**config.mk**
```make
export PLATFORM = sky130hd
export DESIGN_NAME = sweep_stimulus_sequencer_flat
export DESIGN_NICKNAME = d
export VERILOG_FILES = /design/src/rtl/sweep_stimulus_sequencer_if.sv /design/src/rtl/sweep_stimulus_sequencer.sv /design/src/flat_wrapper.sv
export SDC_FILE = /design/constraint.sdc
export NUM_CORES = 1
export LEC_CHECK = 0
export ABC_AREA = 1
export CELL_PAD_IN_SITES_DETAIL_PLACEMENT = 0
export CELL_PAD_IN_SITES_GLOBAL_PLACEMENT = 1
export CORE_MARGIN = 1.5
export CORE_UTILIZATION = 36
export CTS_CLUSTER_DIAMETER = 30
export CTS_CLUSTER_SIZE = 28
export DETAILED_ROUTE_END_ITERATION = 8
export GPL_TIMING_DRIVEN = 0
export PLACE_DENSITY_LB_ADDON = 0.08
export SLEW_MARGIN = 10
export SYNTH_ARGS = -nofsm -noshare
export SYNTH_HDL_FRONTEND = slang
export SYNTH_SLANG_ARGS = --single-unit
```
**constraint.sdc**
```tcl
create_clock -name CK -period 2.8 [get_ports CK]
set_input_delay 0.56 -clock CK [delete_from_list [all_inputs] [get_ports CK]]
set_output_delay 0.56 -clock CK [all_outputs]
set_load 0.01 [all_outputs]
```
**src/rtl/sweep_stimulus_sequencer_if.sv**
```systemverilog
`default_nettype none
// ============================================================================
// Module      : sweep_stimulus_sequencer_if
// Description : Signal bundle between the sweep sequencer and its environment.
//               The sequencer uses the master view. The slave view belongs to
//               the side that owns the benchmark DUT and the record sink.
//   start        seq <- env   begin a sweep (honoured only when idle)
//   abort        seq <- env   terminate the current sweep
//   stim         seq -> env   vector driven onto the benchmark DUT inputs
//   resp_in      seq <- env   benchmark DUT response
//   rec_valid    seq -> env   record available
//   rec_ready    seq <- env   record sink accepts
//   rec_vector   seq -> env   vector of the current record
//   rec_response seq -> env   captured response of the current record
//   busy         seq -> env   sweep in progress
//   done         seq -> env   one-cycle pulse after the final record handshake
//   rec_count    seq -> env   records accepted in the current/last sweep
// Revision    : 1.0 - initial release
// ============================================================================
interface sweep_stimulus_sequencer_if #(
  parameter int N_WIDTH = 7,
  parameter int R_WIDTH = 1
);
  logic               start;
  logic               abort;
  logic [N_WIDTH-1:0] stim;
  logic [R_WIDTH-1:0] resp_in;
  logic               rec_valid;
  logic               rec_ready;
  logic [N_WIDTH-1:0] rec_vector;
  logic [R_WIDTH-1:0] rec_response;
  logic               busy;
  logic               done;
  logic [N_WIDTH:0]   rec_count;

  modport master (
    input  start, abort, resp_in, rec_ready,
    output stim, rec_valid, rec_vector, rec_response, busy, done, rec_count
  );

  modport slave (
    output start, abort, resp_in, rec_ready,
    input  stim, rec_valid, rec_vector, rec_response, busy, done, rec_count
  );
endinterface
`default_nettype wire

```
**src/rtl/sweep_stimulus_sequencer.sv**
```systemverilog
`default_nettype none
// ============================================================================
// Module      : sweep_stimulus_sequencer
// Description : Exhaustive stimulus sequencer. Drives vectors 0..2^N_WIDTH-1
//               onto a benchmark DUT, holds each one SETTLE_CYCLES cycles,
//               captures the response and emits (vector, response) records
//               on a valid/ready stream.
//   CK     : clock, all logic on the rising edge
//   reset  : synchronous active-high reset
//   bus    : master view of sweep_stimulus_sequencer_if (control, stimulus,
//            response and record stream; see the interface header)
// Revision    : 1.0 - initial release
// ============================================================================
module sweep_stimulus_sequencer #(
  parameter int N_WIDTH       = 7,
  parameter int R_WIDTH       = 1,
  parameter int SETTLE_CYCLES = 1
) (
  input  logic                       CK,
  input  logic                       reset,
  sweep_stimulus_sequencer_if.master bus
);

  // Settle counter only ever holds SETTLE_CYCLES-1 down to 0.
  localparam int CNT_W = (SETTLE_CYCLES > 1) ? $clog2(SETTLE_CYCLES) : 1;
  localparam logic [CNT_W-1:0] C_RELOAD = CNT_W'(SETTLE_CYCLES - 1);
  localparam logic [N_WIDTH:0] C_COUNT_ONE = {{N_WIDTH{1'b0}}, 1'b1};
  localparam logic [N_WIDTH-1:0] C_STIM_ONE = {{(N_WIDTH-1){1'b0}}, 1'b1};

  typedef enum logic [1:0] {
    S_IDLE   = 2'd0,
    S_SETTLE = 2'd1,
    S_EMIT   = 2'd2
  } state_t;

  state_t             state_q,     state_d;
  logic [N_WIDTH-1:0] stim_q,      stim_d;
  logic [CNT_W-1:0]   settle_q,    settle_d;
  logic [N_WIDTH-1:0] vector_q,    vector_d;
  logic [R_WIDTH-1:0] response_q,  response_d;
  logic [N_WIDTH:0]   count_q,     count_d;
  logic               done_q,      done_d;

  // Final vector detected by all-ones compare, so stim never wraps in a sweep.
  logic w_last;
  assign w_last = &stim_q;

  always_ff @(posedge CK) begin
    if (reset) begin
      state_q    <= S_IDLE;
      stim_q     <= '0;
      settle_q   <= '0;
      vector_q   <= '0;
      response_q <= '0;
      count_q    <= '0;
      done_q     <= 1'b0;
    end else begin
      state_q    <= state_d;
      stim_q     <= stim_d;
      settle_q   <= settle_d;
      vector_q   <= vector_d;
      response_q <= response_d;
      count_q    <= count_d;
      done_q     <= done_d;
    end
  end

  always_comb begin
    state_d    = state_q;
    stim_d     = stim_q;
    settle_d   = settle_q;
    vector_d   = vector_q;
    response_d = response_q;
    count_d    = count_q;
    done_d     = 1'b0;

    // abort outranks start and any handshake in the same cycle; the record
    // in flight is dropped and not counted.
    if (bus.abort) begin
      state_d = S_IDLE;
      stim_d  = '0;
    end else begin
      case (state_q)
        S_IDLE: begin
          if (bus.start) begin
            state_d  = S_SETTLE;
            stim_d   = '0;
            count_d  = '0;
            settle_d = C_RELOAD;
          end
        end
        S_SETTLE: begin
          if (settle_q == '0) begin
            response_d = bus.resp_in;
            vector_d   = stim_q;
            state_d    = S_EMIT;
          end else begin
            settle_d = settle_q - 1'b1;
          end
        end
        S_EMIT: begin
          if (bus.rec_ready) begin
            count_d = count_q + C_COUNT_ONE;
            if (w_last) begin
              state_d = S_IDLE;
              stim_d  = '0;
              done_d  = 1'b1;
            end else begin
              stim_d   = stim_q + C_STIM_ONE;
              settle_d = C_RELOAD;
              state_d  = S_SETTLE;
            end
          end
        end
        default: begin
          state_d = S_IDLE;
          stim_d  = '0;
        end
      endcase
    end
  end

  // All outputs come straight from registers, so rec_ready has no
  // combinational path to rec_valid or stim.
  assign bus.stim         = stim_q;
  assign bus.rec_valid    = (state_q == S_EMIT);
  assign bus.rec_vector   = vector_q;
  assign bus.rec_response = response_q;
  assign bus.busy         = (state_q != S_IDLE);
  assign bus.done         = done_q;
  assign bus.rec_count    = count_q;

endmodule
`default_nettype wire

```
**src/flat_wrapper.sv**
```systemverilog
// flat-port wrapper written by rule: the top's interface ports become plain ports
module sweep_stimulus_sequencer_flat 
#(
  parameter int N_WIDTH       = 7,
  parameter int R_WIDTH       = 1,
  parameter int SETTLE_CYCLES = 1
)
  (CK, reset, bus_start, bus_abort, bus_resp_in, bus_rec_ready, bus_stim, bus_rec_valid, bus_rec_vector, bus_rec_response, bus_busy, bus_done, bus_rec_count);
  sweep_stimulus_sequencer_if #(.N_WIDTH(N_WIDTH), .R_WIDTH(R_WIDTH)) bus_i ();
  input  logic CK;
  input  logic reset;
  input wire logic [$bits(bus_i.start)-1:0] bus_start;
  input wire logic [$bits(bus_i.abort)-1:0] bus_abort;
  input wire logic [$bits(bus_i.resp_in)-1:0] bus_resp_in;
  input wire logic [$bits(bus_i.rec_ready)-1:0] bus_rec_ready;
  output wire logic [$bits(bus_i.stim)-1:0] bus_stim;
  output wire logic [$bits(bus_i.rec_valid)-1:0] bus_rec_valid;
  output wire logic [$bits(bus_i.rec_vector)-1:0] bus_rec_vector;
  output wire logic [$bits(bus_i.rec_response)-1:0] bus_rec_response;
  output wire logic [$bits(bus_i.busy)-1:0] bus_busy;
  output wire logic [$bits(bus_i.done)-1:0] bus_done;
  output wire logic [$bits(bus_i.rec_count)-1:0] bus_rec_count;
  assign bus_i.start = bus_start;
  assign bus_i.abort = bus_abort;
  assign bus_i.resp_in = bus_resp_in;
  assign bus_i.rec_ready = bus_rec_ready;
  assign bus_stim = bus_i.stim;
  assign bus_rec_valid = bus_i.rec_valid;
  assign bus_rec_vector = bus_i.rec_vector;
  assign bus_rec_response = bus_i.rec_response;
  assign bus_busy = bus_i.busy;
  assign bus_done = bus_i.done;
  assign bus_rec_count = bus_i.rec_count;
  sweep_stimulus_sequencer #(.N_WIDTH(N_WIDTH), .R_WIDTH(R_WIDTH), .SETTLE_CYCLES(SETTLE_CYCLES)) u_core (.CK(CK), .reset(reset), .bus(bus_i));
endmodule
```
==> results.json <==
{
  "drcViolationCount": 0,
  "synth_top_cell_area_share_pct": 40.9,
  "worstSkewPairLatency_ns": 0.32,
  "slew_headroom_pct": 79.0,
  "numPortBuffers": 31,
  "yosysTopAreaCell": "dfxtp_1",
  "drv_cap": 0,
  "rr_worst_depth": 8,
  "place_congestion": 0.763,
  "synth-seq-cells": 26,
  "synth_edf_count": 0,
  "dp_hpwl_um": 2130,
  "clk_path_buf_depth": 2,
  "grt_pass1_wl_um": 5010,
  "syn_area_um2": 1270,
  "ir_worst_vdd_mv": 0.184,
  "path_clk_slew_ns": 0.15,
  "cp-start-kind": "flip-flop",
  "core_um2": 3360,
  "grt_start_max_net_pins": 16,
  "dieArea_um2": 3900,
  "layout.nets": 218,
  "initial_core_util_pct": 37.8,
  "pre_cts_slack_ns": 0.882,
  "die_w_um": 62.4,
  "synth.most_common_cell": "inv_1",
  "arrival_ns": 1.62,
  "power_density_nw_per_um2": 434,
  "grt-ovfl-total": 0,
  "p_leak_nw": 0.646,
  "cp_max_fo": 7,
  "synth_warnings": 0,
  "grt_pass1_vias": 1105,
  "grt_setup_unrepaired": "false",
  "die_y_um": 62.4,
  "track_usage_pct": 15.5,
  "cts_buffers": 3,
  "hold_viol": 0,
  "placed_cell_area_um2": 1640,
  "via_per_inst": 4.53,
  "worstPathRequired_ns": 2.24,
  "worst_slack_ns": 0.616,
  "vias": 1155,
  "first_pass_iters": 4,
  "clock-sinks": 26,
  "synth_flop_cell": "dfxtp_1",
  "design_area_um2": 1690,
  "cts_root_buf": "clkbuf_4",
  "status": "finished, final reports clean",
  "period_share_pct": 78.0,
  "tns_ns": 0,
  "syn_avg_cell_area_um2": 7.31,
  "min_path_type": "flip-flop to flip-flop",
  "synth_area_leaders": "dfxtp_1, inv_1, nand2_1, nor2_1, a21oi_1",
  "antenna_left": 0,
  "cts_hold_buffers": 0,
  "end_kind": "primary output",
  "routed_wl_um": 2790,
  "ys_seq_area_share_pct": 40.9,
  "holdPathStages": 2,
  "fin_crit_ns": 2.18,
  "drt_iter0_markers": 47,
  "skew_ns": 0.00121,
  "syn_inst": 174,
  "antenna_found_initial": 0,
  "post_cts_buffers": 0,
  "fmax_mhz": 458,
  "h-tree-depth": 1,
  "ios": 32,
  "slew_violations": 0,
  "num_antenna_cells": 0,
  "area_growth_pct": 33.1,
  "syn_nets": 182,
  "yosysUniqueCellTypes": 24,
  "worst_slew_pin_slew_ns": 0.315,
  "drt-wirelength-per-cell_um": 10.9,
  "post_cts_resized": 0,
  "postSynth.asyncResetShare_pct": 0,
  "cts_tree": "yes",
  "synth_common_cells": "inv_1, nand2_1, dfxtp_1",
  "setup_viol": 0,
  "critPathKind": "flip-flop to primary output",
  "drive_gt1_share_pct": 13.4,
  "placementRows": 21
}
-- routing by layer --
layer,part of all wire (%),track usage [%],routed length [um],vias to the layer above
met1,52,22.2,1440,515
li1,-,-,-,617
met2,44,24.2,1220,21
met4,0.72,5.00,20,0
met3,3.7,1.80,104,2
met5,0,0,0,-
-- flip-flops by register name, summed over array words and instances, names as in the netlist --
name and flops:
u_core.bus.done 1, u_core.bus.rec_count 8, u_core.bus.rec_response 1, u_core.bus.rec_vector 7
u_core.bus.stim 7, u_core.state_q 2
-- worst paths after layout --
path / from / slack [ns] / to
worst max-delay path: u_core.state_q[1]$_SDFFE_PP0P_ / 0.62 / bus_rec_valid
worst min-delay path: u_core.bus.rec_vector[6]$_SDFFE_PP0P_ / 0.45 / u_core.bus.rec_vector[6]$_SDFFE_PP0P_
worst min register to register: u_core.bus.rec_vector[6]$_SDFFE_PP0P_ / 0.45 / u_core.bus.rec_vector[6]$_SDFFE_PP0P_
worst max register to register: u_core.bus.stim[0]$_SDFFE_PP0P_ / 1.31 / u_core.bus.stim[3]$_SDFFE_PP0P_
-- kinds of logic after synthesis --
kind of cell	Yosys count	share of synthesized area, %
buffers and inverters	35	11.4
AND/OR/NAND/NOR	79	31.0
flip-flops	26	40.9
AO/OA/AOI/OAI	29	12.6
XOR/XNOR	3	2.07
adder cells (fa/ha/maj)	2	1.97
-- per-stage QoR --
step                hold WS (ns)  total power [mW]  cells  util [%]
detailed placement         0.435             0.477    251      48.7
finish                     0.452             0.734    255      50.3
floorplan                  0.467             0.443    174         -
CTS                        0.455             0.741    255      50.3
global placement           0.431             0.476    251      48.7
global route               0.476             0.769    255      50.3
-- critical path: stages, from the launching register on --
cell and delay, ns:
dfxtp_1 0.42, inv_2 0.09, nor2_4 0.21, clkdlybuf4s50_1 0.59
-- cell usage in the layout, fill, tap and decap left out, types with 2 or more instances in the layout --
cell / synthesis / layout
clkdlybuf4s50_1: 0 / 31
inv_1: 29 / 29
nand2_1: 27 / 27
dfxtp_1: 26 / 26
nor2_1: 21 / 21
a21oi_1: 14 / 14
nand3_1: 12 / 12
o21ai_0: 9 / 9
nand2_2: 4 / 4
nand4_1: 4 / 4
inv_2: 3 / 3
nor2_4: 3 / 3
xor2_1: 3 / 3
a21oi_2: 3 / 3
clkbuf_4: 0 / 3
nor2_2: 2 / 2
o21ai_1: 2 / 2
nand2_4: 2 / 2
buf_2: 2 / 2
ha_1: 2 / 2
-- power breakdown --
group          internal, mW  total (mW)  leakage [nW]  switching [mW]
Combinational        0.0372      0.0845         0.408          0.0473
Sequential            0.378       0.385         0.210         0.00684
Clock                 0.145       0.265        0.0279           0.121
-- cell type report --
cell class	count	area, um2
buffer	3	25.0
clock buffer	3	22.5
clock inverter	1	30.0
fill	366	1670
inverter	32	120
multi-input combinational	113	606
sequential	26	520
tap	46	57.6
timing repair buffer	31	310
(Power assumes the default switching activity.)
